`src/rtl/fifo2linebuf_if.sv`:
```
// fifo2linebuf_if: receive-FIFO read port plus line-RAM write port and status pulses.
// err_cnt exists only when FIFO2LB_STATS_EN is defined.
interface fifo2linebuf_if #(parameter int IDX_W = 10);
   logic [28:0] fifo_dout;
   logic fifo_empty;
   logic fifo_rd_en;
   logic lb_we;
   logic [IDX_W+1:0] lb_addr;
   logic [15:0] lb_wdata;
   logic line_done;
   logic [10:0] line_num;
   logic err_short;
   logic err_long;
`ifdef FIFO2LB_STATS_EN
   logic [15:0] err_cnt;
   modport slave (input fifo_dout, fifo_empty,
                  output fifo_rd_en, lb_we, lb_addr, lb_wdata, line_done, line_num, err_short, err_long, err_cnt);
   modport master (output fifo_dout, fifo_empty,
                   input fifo_rd_en, lb_we, lb_addr, lb_wdata, line_done, line_num, err_short, err_long, err_cnt);
`else
   modport slave (input fifo_dout, fifo_empty,
                  output fifo_rd_en, lb_we, lb_addr, lb_wdata, line_done, line_num, err_short, err_long);
   modport master (output fifo_dout, fifo_empty,
                   input fifo_rd_en, lb_we, lb_addr, lb_wdata, line_done, line_num, err_short, err_long);
`endif
endinterface

```
`src/rtl/fifo2linebuf.sv`:
```
// fifo2linebuf: drains 29-bit pixel words from the receive FIFO into a ping-pong line RAM,
// rebuilding pixel index and checking packet length; FIFO2LB_STATS_EN adds a saturating err_cnt.
module fifo2linebuf #(
   parameter int PKT_PIXELS = 640,
   parameter int IDX_W = 10
) (
   input logic clk125,
   input logic sys_rst,
   fifo2linebuf_if.slave bus
);
   typedef enum logic [1:0] {IDLE, RUN, DROP} state_e;
   localparam logic [IDX_W-1:0] LAST_IDX = IDX_W'(PKT_PIXELS - 1);
   localparam logic [IDX_W-1:0] ONE = IDX_W'(1);
   state_e state_q, state_d;
   logic rd_vld_q;
   logic [11:0] hdr, cur_hdr_q, cur_hdr_d, last_hdr_q, last_hdr_d;
   logic [IDX_W-1:0] cur_idx_q, cur_idx_d, wr_idx;
   logic last_vld_q, last_vld_d;
   logic wr, start, done, es, el;
   logic lb_we_q, line_done_q, err_short_q, err_long_q;
   logic [IDX_W+1:0] lb_addr_q;
   logic [15:0] lb_wdata_q;
   logic [10:0] line_num_q;
   logic unused_rsvd;
   assign bus.fifo_rd_en = !bus.fifo_empty && !sys_rst;
   assign hdr = bus.fifo_dout[27:16];
   assign unused_rsvd = bus.fifo_dout[28];
   // hdr = {half, line}; a write at LAST_IDX closes the packet regardless of how it started
   always_comb begin
      state_d = state_q;
      cur_hdr_d = cur_hdr_q;
      cur_idx_d = cur_idx_q;
      last_hdr_d = last_hdr_q;
      last_vld_d = last_vld_q;
      start = 1'b0;
      wr = 1'b0;
      wr_idx = '0;
      es = 1'b0;
      el = 1'b0;
      done = 1'b0;
      if (rd_vld_q) begin
         case (state_q)
            IDLE: begin
               el = last_vld_q && hdr == last_hdr_q;
               start = !el;
               state_d = el ? DROP : state_q;
            end
            RUN: begin
               wr = hdr == cur_hdr_q;
               wr_idx = cur_idx_q;
               cur_idx_d = wr ? cur_idx_q + ONE : cur_idx_q;
               es = !wr;
               start = !wr;
            end
            DROP: start = hdr != last_hdr_q;
            default: state_d = IDLE;
         endcase
         if (start) begin
            wr = 1'b1;
            wr_idx = '0;
            cur_hdr_d = hdr;
            cur_idx_d = ONE;
            state_d = RUN;
         end
         if (wr && wr_idx == LAST_IDX) begin
            last_hdr_d = hdr;
            last_vld_d = 1'b1;
            cur_idx_d = '0;
            state_d = IDLE;
            done = hdr[11];
         end
      end
   end
   always_ff @(posedge clk125 or posedge sys_rst) begin
      if (sys_rst) begin
         state_q <= IDLE;
         rd_vld_q <= 1'b0;
         cur_hdr_q <= '0;
         cur_idx_q <= '0;
         last_hdr_q <= '0;
         last_vld_q <= 1'b0;
         lb_we_q <= 1'b0;
         lb_addr_q <= '0;
         lb_wdata_q <= '0;
         line_done_q <= 1'b0;
         line_num_q <= '0;
         err_short_q <= 1'b0;
         err_long_q <= 1'b0;
      end else begin
         state_q <= state_d;
         rd_vld_q <= bus.fifo_rd_en;
         cur_hdr_q <= cur_hdr_d;
         cur_idx_q <= cur_idx_d;
         last_hdr_q <= last_hdr_d;
         last_vld_q <= last_vld_d;
         lb_we_q <= wr;
         lb_addr_q <= wr ? {hdr[0], hdr[11], wr_idx} : lb_addr_q;
         lb_wdata_q <= wr ? bus.fifo_dout[15:0] : lb_wdata_q;
         line_done_q <= done;
         line_num_q <= done ? hdr[10:0] : line_num_q;
         err_short_q <= es;
         err_long_q <= el;
      end
   end
   assign bus.lb_we = lb_we_q;
   assign bus.lb_addr = lb_addr_q;
   assign bus.lb_wdata = lb_wdata_q;
   assign bus.line_done = line_done_q;
   assign bus.line_num = line_num_q;
   assign bus.err_short = err_short_q;
   assign bus.err_long = err_long_q;
`ifdef FIFO2LB_STATS_EN
   logic [15:0] err_cnt_q;
   always_ff @(posedge clk125 or posedge sys_rst) begin
      if (sys_rst) err_cnt_q <= '0;
      else if ((es || el) && err_cnt_q != 16'hFFFF) err_cnt_q <= err_cnt_q + 16'd1;
   end
   assign bus.err_cnt = err_cnt_q;
`endif
endmodule

```
`src/flat_wrapper.sv`:
```
// flat-port wrapper written by rule: the top's interface ports become plain ports
module fifo2linebuf_flat 
#(
   parameter int PKT_PIXELS = 640,
   parameter int IDX_W = 10
)
  (clk125, sys_rst, bus_fifo_dout, bus_fifo_empty, bus_fifo_rd_en, bus_lb_we, bus_lb_addr, bus_lb_wdata, bus_line_done, bus_line_num, bus_err_short, bus_err_long);
  fifo2linebuf_if #(.IDX_W(IDX_W)) bus_i ();
  input logic clk125;
  input logic sys_rst;
  input wire logic [$bits(bus_i.fifo_dout)-1:0] bus_fifo_dout;
  input wire logic [$bits(bus_i.fifo_empty)-1:0] bus_fifo_empty;
  output wire logic [$bits(bus_i.fifo_rd_en)-1:0] bus_fifo_rd_en;
  output wire logic [$bits(bus_i.lb_we)-1:0] bus_lb_we;
  output wire logic [$bits(bus_i.lb_addr)-1:0] bus_lb_addr;
  output wire logic [$bits(bus_i.lb_wdata)-1:0] bus_lb_wdata;
  output wire logic [$bits(bus_i.line_done)-1:0] bus_line_done;
  output wire logic [$bits(bus_i.line_num)-1:0] bus_line_num;
  output wire logic [$bits(bus_i.err_short)-1:0] bus_err_short;
  output wire logic [$bits(bus_i.err_long)-1:0] bus_err_long;
  assign bus_i.fifo_dout = bus_fifo_dout;
  assign bus_i.fifo_empty = bus_fifo_empty;
  assign bus_fifo_rd_en = bus_i.fifo_rd_en;
  assign bus_lb_we = bus_i.lb_we;
  assign bus_lb_addr = bus_i.lb_addr;
  assign bus_lb_wdata = bus_i.lb_wdata;
  assign bus_line_done = bus_i.line_done;
  assign bus_line_num = bus_i.line_num;
  assign bus_err_short = bus_i.err_short;
  assign bus_err_long = bus_i.err_long;
  fifo2linebuf #(.PKT_PIXELS(PKT_PIXELS), .IDX_W(IDX_W)) u_core (.clk125(clk125), .sys_rst(sys_rst), .bus(bus_i));
endmodule
```
`config.mk`:
```
export PLATFORM = sky130hd
export DESIGN_NAME = fifo2linebuf_flat
export DESIGN_NICKNAME = d
export VERILOG_FILES = /design/src/rtl/fifo2linebuf_if.sv /design/src/rtl/fifo2linebuf.sv /design/src/flat_wrapper.sv
export SDC_FILE = /design/constraint.sdc
export NUM_CORES = 1
export LEC_CHECK = 0
export BUFFER_PORTS_ARGS = -buffer_cell sky130_fd_sc_hd__buf_2
export CORE_MARGIN = 5
export CORE_UTILIZATION = 61
export CTS_BUF_LIST = sky130_fd_sc_hd__clkbuf_2
export CTS_CLUSTER_SIZE = 20
export DETAILED_ROUTE_END_ITERATION = 16
export PLACE_DENSITY_LB_ADDON = 0.15
export SLEW_MARGIN = 25
export SYNTH_ARGS = -nofsm -noshare
export SYNTH_HDL_FRONTEND = slang
export SYNTH_SLANG_ARGS = --single-unit
```
`constraint.sdc`:
```
create_clock -name clk125 -period 6.4 [get_ports clk125]
set_input_delay 0.64 -clock clk125 [delete_from_list [all_inputs] [get_ports clk125]]
set_output_delay 0.64 -clock clk125 [all_outputs]
set_load 0.03 [all_outputs]
```
-- After elaboration in Yosys (flattened, before gate mapping)
Cells that the tools add are included.
- register bits: 81
- input port bits: 32
- logic and storage cells: 61
- add/subtract/negate cells: 1
- eq/ne operators: 8
- muxes and demuxes: 24
- reduce and logical (&&, ||, !) cells: 15
- operators by type and width (kind ; number):
    10-bit 2-to-1 mux ; 8
    12-bit == test ; 2
    12-bit != test ; 1
    1-bit 2-to-1 mux ; 11
    10-bit by 1-bit adder with 10-bit output, second input constant ; 1
    10-bit == test, second input constant ; 1
    2-bit 2-to-1 mux ; 3
    3-bit AND reduction ; 2
    3-bit nonzero test ; 2
    1-bit zero test ; 4
    4-bit by 1-bit != test with 1-bit output, second input constant ; 1
    2-bit case mux with 2 select lines ; 1
    2-bit AND reduction ; 2
    1-bit logical AND ; 3
    3-bit by 1-bit != test with 1-bit output, second input constant ; 1
    1-bit case mux with 3 select lines ; 1
    2-bit by 1-bit == test with 1-bit output, second input constant ; 1
    2-bit == test, second input constant ; 1
    2-bit zero test ; 1
    2-bit OR reduction ; 1

-- Logic depth before layout (Yosys ltp)
- word-level depth: 11
- gate-level depth with buffers: 8
- gate-level depth less buffers: 8

-- Worst setup path after synthesis
Ideal clock, no wire load.
- path type: input to register
- start: in bus_fifo_dout[23]
- end: reg u_core.cur_hdr_q[0]
- setup time: 127 ps
- arrival time: 2330 ps
- setup slack: 3942 ps
- cell stages on the path: 7
- buffers on the path: 1
- cell sequence: xnor2_1 nand4_1 or3_1 a32oi_1 nand2b_1 buf_6 mux2_1
- cells in the longest elaborated chain, start to end: 6
- elaborated cells between the ends (all ways): 9
- those cells by class: eq/ne (3); mux (2); reduce/logical (4)
- ends and longest elaborated chain (item ; line ; RTL):
    start: declaration ; flat_wrapper.sv:11 ; input wire logic [$bits(bus_i.fifo_dout)-1:0] bus_fifo_dout;
    12-bit == test ; fifo2linebuf.sv:44 ; el = last_vld_q && hdr == last_hdr_q;
    1-bit logical AND ; fifo2linebuf.sv:44 ;
    1-bit zero test ; fifo2linebuf.sv:45 ; start = !el;
    1-bit case mux with 3 select lines * ; fifo2linebuf.sv:42 ; case (state_q)
    1-bit 2-to-1 mux * ; fifo2linebuf.sv:41 ; if (rd_vld_q) begin
    2-bit AND reduction (no source line) * ; -- ;
    end signal: assignment ; fifo2linebuf.sv:92 ; cur_hdr_q <= cur_hdr_d;
    end: declaration ; fifo2linebuf.sv:16 ; logic [11:0] hdr, cur_hdr_q, cur_hdr_d, last_hdr_q, last_hdr_d;
Mark *: on every way between the ends. The rest lies on a longest branch, timed or not. The select of a mux whose other input is x is not followed.
A chain may end at the register's enable or synchronous reset.

-- Worst setup path in the final report
- start: reg u_core.last_hdr_q[5]
- end: reg u_core.line_num_q[1], in the netlist u_core.bus.line_num[1]
- cells in the longest elaborated chain, start to end: 11
- elaborated cells between the ends (all ways): 14
- those cells by class: eq/ne (3); mux (8); reduce/logical (3)
- ends and longest elaborated chain (item ; line ; RTL):
    start: declaration ; fifo2linebuf.sv:16 ;
    start signal: assignment ; fifo2linebuf.sv:94 ; last_hdr_q <= last_hdr_d;
    12-bit == test ; fifo2linebuf.sv:44 ;
    1-bit logical AND ; fifo2linebuf.sv:44 ;
    1-bit zero test ; fifo2linebuf.sv:45 ;
    1-bit case mux with 3 select lines * ; fifo2linebuf.sv:42 ;
    1-bit 2-to-1 mux * ; fifo2linebuf.sv:41 ;
    10-bit 2-to-1 mux ; fifo2linebuf.sv:58 ; if (start) begin
    10-bit 2-to-1 mux ; fifo2linebuf.sv:41 ;
    10-bit == test ; fifo2linebuf.sv:65 ; if (wr && wr_idx == LAST_IDX) begin
    1-bit logical AND * ; fifo2linebuf.sv:65 ;
    1-bit 2-to-1 mux * ; fifo2linebuf.sv:65 ;
    1-bit 2-to-1 mux * ; fifo2linebuf.sv:41 ;
    end signal: assignment ; fifo2linebuf.sv:100 ; line_num_q <= done ? hdr[10:0] : line_num_q;
    end: declaration ; fifo2linebuf.sv:23 ; logic [10:0] line_num_q;
Marks and branches as above.

==> run_results.csv <==
group,metric,value,unit
floorplanning,dieArea,7740,um^2
yosys,ys_types,46,
floorplanning,fp-row-count,28,
worst_setup_path,worst-path-stages,6,
sta,hold_ws,285,ps
power_and_ir_drop,power,1.24,mW
global_route,grt_pass1_vias,2493,
worst_setup_path,cp-end-kind,"register",
sta,grt_setup_unrepaired,"no",
yosys,ys_ff_latch,81,
sta,tightest_slew,785,ps
global_route,grt_pass1_wl,12000,um
sta,hold_viol,0,
clock_tree,cts_resized,0,
clock_tree,numCtsBuffers,9,
worst_setup_path,arrival,3080,ps
power_and_ir_drop,p_leak,2.17,nW
worst_setup_path,cp_max_fo,14,
clock_tree,cts_hold_buffers,0,
floorplanning,start_util,0.627,
routing,drt_iter0_markers,142,
flow_run,maxCapViolations,0,
final_layout,diodes,0,
worst_setup_path,reg2reg_slack,3710,ps
yosys,synthSimpleGateAreaFrac,0.0941,
clock_tree,clock_path_buffers,2,
worst_setup_path,worstPathRequired,6790,ps
yosys,avgSynthCellArea,13.1,um^2
final_layout,layout_common_cells,"dfrtp_1 (81), buf_2 (74), mux2_4 (18), mux2_1 (17), mux2_2 (15)",
routing,detail-route-antenna-nets,0,
routing,vias_per_cell,5.68,
run_status,status,"completed",
floorplanning,fp.dieW,88.0,um
power_and_ir_drop,p_sw_frac,0.344,
sta,setup_tns,0,ps
yosys,synth.area.top_cells,"dfrtp_1 (55%), mux2_4 (7.3%), mux2_1 (5.2%)",
power_and_ir_drop,comb_power_share,0.290,
sta,finalMaxSlewViolations,0,
place,dpl.hpwl,4990,um
floorplanning,io_pins,76,
worst_setup_path,crit_chain,"xor2_1 -> nor4_1 -> and4_1 -> o2111ai_2 -> or2_4 -> mux2_4",
clock_tree,clk_pin_slew,190,ps
final_layout,num-nets-final,401,
yosys,yosysTopAreaCellShare,0.546,
yosys,synth_top_cell_by_area,"dfrtp_1",
floorplanning,die_h,88.0,um
clock_tree,cts_tree,"done",
final_layout,syn2layout_area_growth,14.7,%
final_layout,final_util,0.719,
routing,wl_per_cell,16.0,um
worst_setup_path,critPathTopFamily,"simple AND/OR/NAND/NOR gates",
yosys,syn_nets,320,
final_layout,layout_commonest_cell,"dfrtp_1",
worst_setup_path,critPathCapture,"u_core.bus.line_num[1]",
routing,wl,7120,um
yosys,yosysSeqAreaShare,0.546,
worst_setup_path,slowest_delay,510,ps
power_and_ir_drop,vdd_drop_max,0.189,mV
worst_setup_path,worstSetupStartpointType,"register",
place,portBuffers,74,
yosys,muxShareOfSynthArea,0.173,
sta,post-route-period-util,0.421,
place,pre_cts_ws,3340,ps
sta,skew,19.8,ps
worst_setup_path,slowest_stage,"or2_4",
clock_tree,clock-sinks,81,
global_route,grt_max_degree,82,
place,gp_congestion,0.780,
power_and_ir_drop,p_seq_frac,0.505,
floorplanning,core-area,5920,um^2
worst_setup_path,crit_buf_inv,0,
sta,max_freq,372,MHz
global_route,grt.overflow.total,0,
hold_path,hold_class,"input port to register",
sta,slew_headroom,0.477,
routing,dr.pass1.iters,5,
worst_setup_path,cp-startpoint,"u_core.last_hdr_q[5]",
yosys,synth_cells,283,
sta,fin_crit,2690,ps
worst_setup_path,worstSetupPathType,"register to register",
yosys,synth_compound_area_frac,0.0853,
power_and_ir_drop,switchingPower,428,uW
clock_tree,cts_max_level,3,
power_and_ir_drop,p_clk_frac,0.205,
yosys,ys_warn_count,0,
yosys,synthXorXnorAreaFrac,0.0567,
sta,setup_ws,3710,ps
final_layout,drive_above_1_share,0.366,
worst_setup_path,timing.rr.end,"u_core.bus.line_num[1]",
yosys,synth_area,3710,um^2
yosys,synth_top_family_by_area,"multiplexers",
yosys,synthAdderAreaFrac,0.0169,
worst_setup_path,r2r-start,"u_core.last_hdr_q[5]",
global_route,antenna_found_initial,0,
worst_setup_path,rr_worst_depth,6,
clock_tree,clk_latency,500,ps
power_and_ir_drop,p_per_area,292,nW/um^2
routing,vias,2521,
clock_tree,cts_root_buf,"clkbuf_2",
sta,setup_viol,0,
global_route,track_usage,0.201,
routing,post-route-drc-count,0,
clock_tree,cts_setup_buffers,0,
power_and_ir_drop,internal_power,816,uW
==> cell usage after synthesis (all sizes together) <==
cell and instances:
a211oi 1, a21o 1, a21oi 2, a22o 10, a31oi 3, a32oi 5
and2 2, and3 4, and4 2, buf 5, clkbuf 3, dfrtp 81
ha 5, inv 13, mux2 50, mux2i 1, nand2 14, nand2b 4
nand3 7, nand4 8, nor2 6, nor2b 2, nor3b 1, nor4 8
o2111ai 1, o211ai 1, o21ai 8, o22ai 3, o2bb2ai 1, o311ai 1
o31ai 2, o41ai 1, or2 2, or3 1, xnor2 12, xor2 12
==> flip-flops by register name (all words and copies together), names as in the netlist <==
| name | flops |
|---|---|
| u_core.bus.err_short | 1 |
| u_core.bus.err_long | 1 |
| u_core.bus.lb_wdata | 16 |
| u_core.last_vld_q | 1 |
| u_core.bus.lb_addr | 12 |
| u_core.bus.line_done | 1 |
| u_core.bus.lb_we | 1 |
| u_core.cur_hdr_q | 12 |
| u_core.cur_idx_q | 10 |
| u_core.last_hdr_q | 12 |
| u_core.state_q | 2 |
| u_core.rd_vld_q | 1 |
| u_core.bus.line_num | 11 |
==> worst register-to-register path, stage by stage, from the launching register on <==
cell	delay, ps
dfrtp_1	430
xor2_1	190
nor4_1	380
and4_1	300
o2111ai_2	450
or2_4	520
mux2_4	340
==> worst min path at each step <==
stage / start / to / cells past startpoint
3_5_place_dp: u_core.last_vld_q / u_core.last_vld_q / 1
6_report: bus_fifo_empty / u_core.rd_vld_q / 2
3_3_place_gp: u_core.bus.lb_wdata[14] / u_core.bus.lb_wdata[14] / 1
4_1_cts: bus_fifo_empty / u_core.rd_vld_q / 2
2_1_floorplan: u_core.last_vld_q / u_core.last_vld_q / 1
5_1_grt: bus_fifo_empty / u_core.rd_vld_q / 2
==> kinds of logic (layout without fill, tap and decap cells) <==
kind of cell / count (synthesis) / in the layout
flip-flops: 81 / 81
AND/OR/NAND/NOR: 61 / 61
multiplexers: 51 / 51
AO/OA/AOI/OAI: 40 / 40
XOR/XNOR: 24 / 24
buffers and inverters: 21 / 107
adder cells (fa/ha/maj): 5 / 5
==> area by class of cell <==
cell class | count | area (um^2)
Multi-Input combinational cell | 181 | 1580
Inverter | 13 | 50.0
Timing Repair Buffer | 78 | 404
Tap cell | 75 | 93.8
Clock inverter | 5 | 46.3
Sequential cell | 81 | 2030
Clock buffer | 11 | 55.1
Fill cell | 439 | 1670
==> layer usage <==
metal	vias to the layer above	wire length [um]	global-route usage
met5	-	0	0
met4	0	125	0.0865
met3	13	418	0.0461
met2	62	3330	0.317
met1	1260	3240	0.268
li1	1186	-	-
==> power by group through the flow <==
stage | Sequential (mW) | Clock [mW] | Combinational (mW)
detailed placement | 0.640 | 0 | 0.364
floorplan | 0.729 | 0 | 0.170
CTS | 0.629 | 0.260 | 0.366
finish | 0.628 | 0.255 | 0.361
global route | 0.640 | 0.285 | 0.391
global placement | 0.634 | 0 | 0.356
==> metrics by stage <==
step	instances	area (um^2)
finish	444	4260
global placement	428	4150
global route	444	4260
floorplan	283	3710
CTS	444	4250
detailed placement	428	4150
Power figures use the tool's default switching activity.
